### src/rtl/bottle_batch_counter.sv
// rtl/bottle_batch_counter.sv - BCD bottle batch counter with synchronised sensor input
// Counts sensor rising edges from START up to a BCD target, flagging near-completion, completion and faults.
module bottle_batch_counter #(
  parameter int DIGITS  = 2,
  parameter int START   = 1,
  parameter int PRE_GAP = 2
) (
  input  logic                  i_clk,
  input  logic                  i_reset_n,
  input  logic                  i_start,
  input  logic                  i_change,
  input  logic [4*DIGITS-1:0]   i_target,
  output logic [4*DIGITS-1:0]   o_count,
  output logic                  o_pre_over,
  output logic                  o_done,
  output logic                  o_busy,
  output logic                  o_err
);

  localparam int W  = 4 * DIGITS;
  localparam int BW = $clog2(10 ** DIGITS);

  typedef enum logic [1:0] {S_IDLE, S_COUNT, S_DONE} state_t;

  state_t          r_state;
  state_t          w_nxt_state;
  logic [W-1:0]    r_count;
  logic [W-1:0]    w_nxt_count;
  logic [W-1:0]    w_count_inc;
  logic [BW-1:0]   r_remain;
  logic [BW-1:0]   w_nxt_remain;
  logic [BW-1:0]   w_tgt_bin;
  logic            w_tgt_valid;
  logic            r_err;
  logic            w_nxt_err;
  logic            r_pre_over;
  logic            r_done;
  logic            r_busy;
  logic            r_sync1;
  logic            r_sync2;
  logic            r_sync3;
  logic [2:0]      r_arm;
  logic            r_inc;
  logic            w_edge;

  // Edges are only trusted once the whole chain has refilled after reset,
  // so a level already high at release is never mistaken for a bottle.
  assign w_edge = r_sync2 & ~r_sync3 & r_arm[2];

  always_comb begin
    int  acc;
    logic ok;
    acc = 0;
    ok  = 1'b1;
    for (int i = DIGITS - 1; i >= 0; i--) begin
      if (i_target[4*i +: 4] > 4'd9) ok = 1'b0;
      acc = acc * 10 + int'(i_target[4*i +: 4]);
    end
    w_tgt_bin   = BW'(acc);
    w_tgt_valid = ok && (acc > START);
  end

  always_comb begin
    logic carry;
    w_count_inc = r_count;
    carry       = 1'b1;
    for (int i = 0; i < DIGITS; i++) begin
      if (carry) begin
        if (r_count[4*i +: 4] == 4'd9) begin
          w_count_inc[4*i +: 4] = 4'd0;
        end else begin
          w_count_inc[4*i +: 4] = r_count[4*i +: 4] + 4'd1;
          carry = 1'b0;
        end
      end
    end
  end

  always_comb begin
    w_nxt_state  = r_state;
    w_nxt_count  = r_count;
    w_nxt_remain = r_remain;
    w_nxt_err    = r_err;
    if (i_start) begin
      if (w_tgt_valid) begin
        w_nxt_state  = S_COUNT;
        w_nxt_count  = W'(START);
        w_nxt_remain = w_tgt_bin - BW'(START);
        w_nxt_err    = 1'b0;
      end else begin
        w_nxt_state  = S_IDLE;
        w_nxt_err    = 1'b1;
      end
    end else if (r_inc) begin
      case (r_state)
        S_COUNT: begin
          w_nxt_count  = w_count_inc;
          w_nxt_remain = r_remain - BW'(1);
          if (r_remain == BW'(1)) w_nxt_state = S_DONE;
        end
        S_DONE:  w_nxt_err = 1'b1;
        default: ;
      endcase
    end
  end

  always_ff @(posedge i_clk) begin
    if (!i_reset_n) begin
      r_state    <= S_IDLE;
      r_count    <= '0;
      r_remain   <= '0;
      r_err      <= 1'b0;
      r_pre_over <= 1'b0;
      r_done     <= 1'b0;
      r_busy     <= 1'b0;
      r_sync1    <= 1'b0;
      r_sync2    <= 1'b0;
      r_sync3    <= 1'b0;
      r_arm      <= '0;
      r_inc      <= 1'b0;
    end else begin
      r_sync1    <= i_change;
      r_sync2    <= r_sync1;
      r_sync3    <= r_sync2;
      r_arm      <= {r_arm[1:0], 1'b1};
      r_inc      <= w_edge;
      r_state    <= w_nxt_state;
      r_count    <= w_nxt_count;
      r_remain   <= w_nxt_remain;
      r_err      <= w_nxt_err;
      r_busy     <= (w_nxt_state == S_COUNT);
      r_done     <= (w_nxt_state == S_DONE);
      r_pre_over <= (w_nxt_state == S_COUNT) && (32'(w_nxt_remain) <= PRE_GAP);
    end
  end

  assign o_count    = r_count;
  assign o_pre_over = r_pre_over;
  assign o_done     = r_done;
  assign o_busy     = r_busy;
  assign o_err      = r_err;

endmodule

### config.mk
export PLATFORM = sky130hd
export DESIGN_NAME = bottle_batch_counter
export DESIGN_NICKNAME = d
export VERILOG_FILES = /design/src/rtl/bottle_batch_counter.sv
export SDC_FILE = /design/constraint.sdc
export NUM_CORES = 1
export LEC_CHECK = 0
export BUFFER_PORTS_ARGS = -buffer_cell sky130_fd_sc_hd__buf_2
export CORE_MARGIN = 3
export CORE_UTILIZATION = 38
export CTS_BUF_LIST = sky130_fd_sc_hd__clkbuf_8
export DETAILED_ROUTE_END_ITERATION = 10
export PLACE_DENSITY = 0.69
export SLEW_MARGIN = 20
export SYNTH_ARGS = -nofsm -noshare
export SYNTH_HDL_FRONTEND = slang
export SYNTH_SLANG_ARGS = --single-unit
### constraint.sdc
create_clock -name i_clk -period 2.6 [get_ports i_clk]
set_input_delay 0.13 -clock i_clk [delete_from_list [all_inputs] [get_ports i_clk]]
set_output_delay 0.13 -clock i_clk [all_outputs]
set_load 0.02 [all_outputs]
==> results of run 1 <==
==> cell type report <==
cell class              instances  area share, %
clock buffers                   3          1.911
clock inverters                 1          1.390
inverters                      16          2.779
multi-input cells             152          55.12
flip-flops and latches         28          25.94
well taps                      52          3.011
repair buffers                 36          9.844
==> metrics by stage <==
step	power, mW	setup TNS [ps]	hold slack [ps]
global route	1.152	0	51.25
finish	1.091	0	53.74
floorplan	0.6753	0	157.7
detailed placement	0.7521	-243.6	340.3
global placement	0.7478	-139.9	338.2
CTS	1.094	0	45.24
==> worst paths after layout <==
kind | start | end
min reg2reg | r_sync1 | r_sync2
max reg2reg | r_remain[0] | o_pre_over
min | i_change | r_sync1
max | i_target[5] | o_pre_over
==> repair_timing <==
item                                   in CTS  in global routing
gates resized for setup                     0                  3
setup endpoints to repair                   0                  1
buffers inserted                            0                  3
endpoints found under the hold margin       0                  0
==> cells by family (layout without fill, tap and decap cells) <==
logic type | Yosys count | count (layout) | share of synthesized area, %
compound gates | 40 | 40 | 18.58
xor+xnor | 11 | 11 | 6.032
fa+ha+maj | 17 | 17 | 12.47
buf+inv | 20 | 56 | 5.072
flops | 28 | 28 | 30.71
mux | 3 | 3 | 1.714
simple gates | 81 | 81 | 25.43
==> power by group through the flow <==
stage,clock [mW],combinational [mW],sequential (mW)
2_1_floorplan,0,0.198,0.477
3_3_place_gp,0,0.274,0.474
3_5_place_dp,0,0.277,0.475
4_1_cts,0.350,0.279,0.465
5_1_grt,0.362,0.321,0.468
6_report,0.341,0.285,0.465
==> routing by layer <==
layer	track usage (%)	share of wire, %	wire length, um	up-vias
li1	-	-	-	772
met1	19.12	51	1762	665
met3	2.770	3.3	115	4
met4	2.913	0.69	24	0
met5	0	0	0	-
met2	21.38	45	1579	18
==> registers in the layout, summed over array words and instances (netlist names) <==
register    cells
r_sync2         1
r_arm           3
o_busy          1
r_sync1         1
r_remain        7
o_done          1
o_err           1
o_count         8
o_pre_over      1
r_sync3         1
r_state         2
r_inc           1
==> cells in the final DEF, fill, tap and decap left out, drive strengths merged, types with 3 or more instances in the layout <==
cell type	instances
a21oi	12
nor3	5
and2	14
o31ai	3
nand2	13
o21ai	9
o211ai	3
inv	16
nand3	4
ha	15
and3	3
dfxtp	28
xor2	7
nor4	3
xnor2	3
buf	36
clkbuf	3
nor2	18
==> impl_metrics.env, run 1 <==
export IMPL_synthesis_nets=229
export IMPL_synth_ff_type="dfxtp_1"
export IMPL_syn_avg_cell_area_sq_um=9.128
export IMPL_dp_hpwl_um=2749
export IMPL_n_antenna_cell=0
export IMPL_path_clk_slew_ps=90
export IMPL_placement_cell_area_sq_um=2048
export IMPL_drt_iter0_drc=55
export IMPL_cts_tree="done"
export IMPL_ys_seq_area_share_pct=30.71
export IMPL_p_per_area_nw_per_um2=504.8
export IMPL_fin_ws_ps=149.2
export IMPL_final_max_slew_viol_count=0
export IMPL_regToRegSetupSlack_ps=600
export IMPL_place_congestion=0.8183
export IMPL_num_vias=1459
export IMPL_synth_cell_area_sq_um=1826
export IMPL_comb_power_share_pct=26.2
export IMPL_grt_ovfl_total=0
export IMPL_core_area_sq_um=4504
export IMPL_clkLatencyLatePin_ps=280
export IMPL_critPathRequiredTime_ps=2800
export IMPL_synth_edf_count=0
export IMPL_synth_most_common_cell="dfxtp_1"
export IMPL_cp_slowest_cell="fa_1"
export IMPL_synthDominantCellAreaShare_pct=30.71
export IMPL_fmax_ghz=0.4080
export IMPL_io_buffers=23
export IMPL_drive_above_1_share_pct=26.69
export IMPL_synth_cell_types=59
export IMPL_worstPathMaxFanout=7
export IMPL_async_reset_ff_share_pct=0
export IMPL_yosys_area_top_type="dfxtp_1"
export IMPL_p_int_uw=789.8
export IMPL_r2r_cells=9
export IMPL_synth_common_cells="dfxtp_1, nor2_1, inv_1"
export IMPL_die_h_um=75.31
export IMPL_cp_arrival_ps=2650
export IMPL_wl_per_cell_um=12.09
export IMPL_status="finished clean"
export IMPL_setup_viol=0
export IMPL_ctsRootBufferMaster="clkbuf_8"
export IMPL_pre_cts_ws_ps=-130.3
export IMPL_crit_family="adder cells"
export IMPL_wl_um=3481
export IMPL_dpl_cell_count=281
export IMPL_rsz0062_at_grt="false"
export IMPL_p_switching_uw=301.1
export IMPL_die_w_um=75.31
export IMPL_swShare_pct=27.60
export IMPL_slowest_delay_ps=420
export IMPL_crit_type="input port to register"
export IMPL_end_kind="register"
export IMPL_cts_buffers=3
export IMPL_skew_ps=5.246
export IMPL_htreeDepth=1
export IMPL_seqPwrFrac_pct=42.6
export IMPL_yosys_warnings=0
export IMPL_cp_depth=13
export IMPL_grt_pass1_wl_um=6085
export IMPL_synth_cells=200
export IMPL_fin_nets=266
export IMPL_relSlewSlack_pct=75.13
export IMPL_total_leakage_power_nw=0.9531
export IMPL_cp_num_buf_inv=4
export IMPL_antenna_found_initial=0
export IMPL_num_rows=24
export IMPL_regArea_sq_um=560.5
export IMPL_design_area_sq_um=2161
export IMPL_crit_chain="buf_2 -> ha_1 -> ha_1 -> inv_1 -> fa_1 -> and2b_2 -> o211ai_4 -> o31ai_4 -> buf_4 -> buf_4 -> o21a_1 -> or3_1 -> nor4_2"
export IMPL_fin_crit_ps=2451
export IMPL_first_pass_iters=4
export IMPL_syn_to_final_growth_pct=18.37
export IMPL_grt_usage_pct=13.52
export IMPL_hold_viol_final=0
export IMPL_yosys_top_cells_area="dfxtp_1, ha_1, and2_1"
export IMPL_grt_pass1_vias=1403
export IMPL_clock_sinks=28
export IMPL_pwr_share_clk_pct=31.2
export IMPL_vias_per_cell=5.066
export IMPL_die_area_sq_um=5672
export IMPL_multiInputGateArea_sq_um=1191
export IMPL_fillerInstances=432
export IMPL_grt_start_max_net_pins=21
export IMPL_maxCapViolations=0
export IMPL_clockBufferDepth=2
export IMPL_io_pins=24
export IMPL_ant_nets=0
export IMPL_finalCritPeriodShare_pct=94.26
export IMPL_ys_ff_latch=28
export IMPL_ctsHoldBuffers=0
export IMPL_tightest_slew_ps=370.2
export IMPL_start_util_pct=40.53
export IMPL_ir_worst_vdd_uv=241.2
export IMPL_min_delay_path_class="input port to register"
export IMPL_drc=0
export IMPL_utilization_pct=47.97
export IMPL_hold_path_depth=2
export IMPL_fin_cells=288
export IMPL_cp_start_kind="input port"
(Power assumes the default switching activity.)
==> run 2: changes to the inputs <==
--- a/config.mk
+++ b/config.mk
@@ -5,12 +5,14 @@
 export SDC_FILE = /design/constraint.sdc
 export NUM_CORES = 1
 export LEC_CHECK = 0
+export ABC_CLOCK_PERIOD_IN_PS = 2600
 export BUFFER_PORTS_ARGS = -buffer_cell sky130_fd_sc_hd__buf_2
 export CORE_MARGIN = 3
 export CORE_UTILIZATION = 38
 export CTS_BUF_LIST = sky130_fd_sc_hd__clkbuf_8
 export DETAILED_ROUTE_END_ITERATION = 10
 export PLACE_DENSITY = 0.69
+export RECOVER_POWER = 25
 export SLEW_MARGIN = 20
 export SYNTH_ARGS = -nofsm -noshare
 export SYNTH_HDL_FRONTEND = slang
==> impl_metrics.env, run 2 (synthesis gave the netlist of run 1 again) <==
export IMPL_status="finished clean"
export IMPL_cp_startpoint="i_target[5]"
export IMPL_grt_pass1_vias=1403
export IMPL_placement_cell_area_sq_um=2048
export IMPL_ant_nets=0
export IMPL_cp_start_kind="input port"
export IMPL_mostFrequentLayoutCell="dfxtp_1"
export IMPL_cts_buffers=3
export IMPL_comb_power_share_pct=26.1
export IMPL_clock_sinks=28
export IMPL_clockBufferDepth=2
export IMPL_tightest_slew_ps=515.2
export IMPL_r2r_cells=9
export IMPL_wl_per_cell_um=12.11
export IMPL_vias_per_cell=5.069
export IMPL_p_int_uw=789.2
export IMPL_final_max_slew_viol_count=0
export IMPL_cp_slowest_cell="fa_1"
export IMPL_ctsRootBufferMaster="clkbuf_8"
export IMPL_seqPwrFrac_pct=42.6
export IMPL_cp_num_buf_inv=4
export IMPL_die_w_um=75.31
export IMPL_crit_type="input port to register"
export IMPL_core_area_sq_um=4504
export IMPL_fillerInstances=430
export IMPL_reg2reg_from="r_remain[0]"
export IMPL_p_per_area_nw_per_um2=505.7
export IMPL_hold_path_startpoint="i_change"
export IMPL_drive_above_1_share_pct=25.42
export IMPL_largest_reg_flops=8
export IMPL_syn_to_final_growth_pct=18.16
export IMPL_worstPathMaxFanout=7
export IMPL_num_vias=1460
export IMPL_num_rows=24
export IMPL_grt_start_max_net_pins=21
export IMPL_finalSetupTns_ps=0
export IMPL_wl_um=3489
export IMPL_dp_hpwl_um=2749
export IMPL_path_clk_slew_ps=90
export IMPL_die_area_sq_um=5672
export IMPL_design_area_sq_um=2157
export IMPL_fmax_ghz=0.4081
export IMPL_fin_nets=266
export IMPL_end_kind="register"
export IMPL_antenna_found_initial=0
export IMPL_ctsHoldBuffers=0
export IMPL_grt_ovfl_total=0
export IMPL_clkLatencyLatePin_ps=280
export IMPL_cts_tree="done"
export IMPL_setup_viol=0
export IMPL_maxCapViolations=0
export IMPL_htreeDepth=1
export IMPL_multiInputGateArea_sq_um=1191
export IMPL_utilization_pct=47.89
export IMPL_hold_path_depth=2
export IMPL_grt_usage_pct=13.52
export IMPL_whs_ps=53.65
export IMPL_drt_iter0_drc=55
export IMPL_regArea_sq_um=560.5
export IMPL_pwr_share_clk_pct=31.3
export IMPL_total_leakage_power_nw=0.9400
export IMPL_grt_pass1_wl_um=6085
export IMPL_cp_arrival_ps=2650
export IMPL_crit_family="adder cells"
export IMPL_skew_ps=5.498
export IMPL_n_antenna_cell=0
export IMPL_ir_worst_vdd_uv=241.4
export IMPL_p_switching_uw=301.7
export IMPL_min_delay_path_class="input port to register"
export IMPL_place_congestion=0.8183
export IMPL_critPathRequiredTime_ps=2800
export IMPL_rsz0062_at_grt="false"
export IMPL_start_util_pct=40.53
export IMPL_finalCritPeriodShare_pct=94.25
export IMPL_final_cell_mix="dfxtp_1, buf_2, nor2_1"
export IMPL_swShare_pct=27.66
export IMPL_die_h_um=75.31
export IMPL_crit_chain="buf_2 -> ha_1 -> ha_1 -> inv_1 -> fa_1 -> and2b_2 -> o211ai_4 -> o31ai_4 -> buf_4 -> buf_4 -> o21a_1 -> or3_1 -> nor4_2"
export IMPL_slowest_delay_ps=420
export IMPL_hold_viol_final=0
export IMPL_relSlewSlack_pct=65.65
export IMPL_fin_crit_ps=2451
export IMPL_first_pass_iters=4
export IMPL_io_buffers=23
export IMPL_io_pins=24
export IMPL_drc=0
export IMPL_cp_depth=13
run 2: final timing paths:
check                     to  slack (ps)
setup / recovery  o_pre_over         150
hold / removal       r_sync1          50
setup reg to reg  o_pre_over         600
hold reg to reg      r_sync2         440
run 2: metal layers:
layer / GRT usage (%) / wire length, um
met1: 19.12 / 1779
met2: 21.38 / 1569
met3: 2.770 / 116
met4: 2.913 / 24
met5: 0 / 0
run 2: power groups by stage:
stage | Clock, mW | Sequential, mW | Combinational [mW]
global placement | 0 | 0.474 | 0.274
finish | 0.341 | 0.465 | 0.285
global route | 0.362 | 0.468 | 0.321
detailed placement | 0 | 0.475 | 0.277
CTS | 0.350 | 0.465 | 0.279
floorplan | 0 | 0.477 | 0.198
run 2: worst register-to-register path: cells and delay by family, from the launching register on:
family	cells	cell delay (ps)
AOI/OAI and AO/OA	2	220
xor gates and xnor gates	1	120
adders and majority gates	1	160
buffers and inverters	1	80
DFF	1	350
muxes	1	300
and+or+nand+nor	3	700
run 2: area by class of cell:
class | count | share of cell area (%)
clock buffer | 3 | 1.914
clock inverter | 1 | 1.392
inverter | 16 | 2.784
multi-input combinational | 152 | 55.22
sequential | 28 | 25.99
tap | 52 | 3.016
timing repair buffer | 36 | 9.687
run 2: what timing repair did:
item	CTS	global route
resized for setup	0	3
setup buffers	0	3
endpoints found under the setup margin	0	1
run 2: per-stage QoR:
stage,instances,worst slack [ps],total power [mW]
3_3_place_gp,281,-95.14,0.7478
4_1_cts,285,158.4,1.094
6_report,288,149.5,1.091
5_1_grt,288,4.631,1.151
3_5_place_dp,281,-130.3,0.7521
2_1_floorplan,200,34.01,0.6753
==> run 3: changes to the inputs <==
--- a/config.mk
+++ b/config.mk
@@ -8,10 +8,10 @@
 export ABC_CLOCK_PERIOD_IN_PS = 2600
 export BUFFER_PORTS_ARGS = -buffer_cell sky130_fd_sc_hd__buf_2
 export CORE_MARGIN = 3
-export CORE_UTILIZATION = 38
+export CORE_UTILIZATION = 35
 export CTS_BUF_LIST = sky130_fd_sc_hd__clkbuf_8
 export DETAILED_ROUTE_END_ITERATION = 10
-export PLACE_DENSITY = 0.69
+export PLACE_DENSITY = 0.65
 export RECOVER_POWER = 25
 export SLEW_MARGIN = 20
 export SYNTH_ARGS = -nofsm -noshare
==> impl_metrics.env, run 3 (synthesis gave the netlist of run 1 again) <==
export IMPL_clkLatencyLatePin_ps=280
export IMPL_finalCritPeriodShare_pct=93.27
export IMPL_ctsHoldBuffers=0
export IMPL_fin_crit_ps=2425
export IMPL_fin_ws_ps=174.9
export IMPL_grt_ovfl_total=0
export IMPL_maxCapViolations=0
export IMPL_comb_power_share_pct=25.6
export IMPL_critPathRequiredTime_ps=2800
export IMPL_drive_above_1_share_pct=24.03
export IMPL_cts_buffers=3
export IMPL_die_area_sq_um=6118
export IMPL_p_per_area_nw_per_um2=507.7
export IMPL_htreeDepth=1
export IMPL_multiInputGateArea_sq_um=1172
export IMPL_p_int_uw=784.3
export IMPL_cp_arrival_ps=2630
export IMPL_cts_resized=0
export IMPL_largest_reg_flops=8
export IMPL_cts_tree="done"
export IMPL_tightest_slew_ps=504.8
export IMPL_grt_pass1_wl_um=6548
export IMPL_pwr_share_clk_pct=31.5
export IMPL_clock_sinks=28
export IMPL_io_buffers=23
export IMPL_syn_to_final_growth_pct=16.93
export IMPL_rsz0062_at_grt="false"
export IMPL_total_leakage_power_nw=0.9242
export IMPL_fmax_ghz=0.4124
export IMPL_seqPwrFrac_pct=42.9
export IMPL_final_cell_mix="dfxtp_1, buf_2, nor2_1"
export IMPL_dp_hpwl_um=2893
export IMPL_finalSetupTns_ps=0
export IMPL_grt_start_max_net_pins=21
export IMPL_regArea_sq_um=560.5
export IMPL_end_kind="register"
export IMPL_whs_ps=62.86
export IMPL_fillerInstances=494
export IMPL_hold_viol_final=0
export IMPL_antenna_found_initial=0
export IMPL_num_vias=1452
export IMPL_hold_path_depth=2
export IMPL_cp_start_kind="input port"
export IMPL_status="finished clean"
export IMPL_die_w_um=78.22
export IMPL_ir_worst_vdd_uv=325.1
export IMPL_clockBufferDepth=2
export IMPL_swShare_pct=27.62
export IMPL_ctsRootBufferMaster="clkbuf_8"
export IMPL_wl_per_cell_um=12.09
export IMPL_final_max_slew_viol_count=0
export IMPL_grt_usage_pct=13.03
export IMPL_place_congestion=0.7899
export IMPL_postCtsSetupRepairBufs=0
export IMPL_relSlewSlack_pct=66.35
export IMPL_skew_ps=3.925
export IMPL_ant_nets=0
export IMPL_vias_per_cell=4.840
export IMPL_n_antenna_cell=0
export IMPL_power_total_mw=1.084
export IMPL_core_area_sq_um=4880
export IMPL_r2r_cells=9
export IMPL_min_delay_path_class="input port to register"
export IMPL_num_rows=25
export IMPL_p_switching_uw=299.3
export IMPL_drc=0
export IMPL_first_pass_iters=4
export IMPL_mostFrequentLayoutCell="dfxtp_1"
export IMPL_path_clk_slew_ps=90
export IMPL_die_h_um=78.22
export IMPL_wl_um=3627
export IMPL_setup_viol=0
export IMPL_dpl_cell_count=296
export IMPL_worstPathMaxFanout=4
export IMPL_crit_type="input port to register"
export IMPL_drt_iter0_drc=61
export IMPL_start_util_pct=37.41
export IMPL_io_pins=24
export IMPL_grt_pass1_vias=1420
export IMPL_fin_nets=263
export IMPL_pre_cts_ws_ps=-126.2
export IMPL_fin_cells=300
run 3: metrics by stage:
| step | cell area [sq um] | utilization, % |
|---|---|---|
| floorplan | 1826 | - |
| global placement | 2067 | 42.36 |
| detailed placement | 2067 | 42.36 |
| CTS | 2138 | 43.82 |
| global route | 2135 | 43.74 |
| finish | 2135 | 43.74 |
run 3: worst paths after layout:
kind | start | to | slack (ps)
max | i_target[5] | o_pre_over | 170
max reg2reg | r_remain[0] | o_pre_over | 600
min reg2reg | r_sync1 | r_sync2 | 440
min | i_change | r_sync1 | 60
run 3: power by group through the flow:
stage / logic [mW] / registers, mW / clock network [mW]
2_1_floorplan: 0.198 / 0.477 / 0
4_1_cts: 0.280 / 0.465 / 0.347
3_5_place_dp: 0.278 / 0.475 / 0
5_1_grt: 0.311 / 0.469 / 0.377
3_3_place_gp: 0.275 / 0.474 / 0
6_report: 0.277 / 0.465 / 0.341
run 3: layer usage:
metal / part of all wire (%) / routed length, um / global-route usage (%) / vias up
li1: - / - / - / 763
met1: 50 / 1823 / 17.58 / 663
met2: 45 / 1641 / 20.98 / 22
met3: 3.7 / 134 / 3.211 / 4
met4: 0.74 / 27 / 2.972 / 0
met5: 0 / 0 / 0 / -
run 3: layout make-up:
| type | instances | area share [%] |
|---|---|---|
| clock inverter | 1 | 1.407 |
| timing repair buffer | 33 | 8.734 |
| inverter | 16 | 2.814 |
| clock buffer | 3 | 1.934 |
| multi-input combinational | 152 | 54.92 |
| tap | 67 | 3.927 |
| sequential | 28 | 26.26 |
run 3: critical path, cell delays in order:
cell	delay [ps]
buf_2	110
ha_1	270
ha_1	150
inv_1	50
fa_1	500
and2b_1	180
o211ai_4	100
o31ai_2	450
mux2i_1	160
o21ai_2	160
o211ai_1	120
nor4_2	240
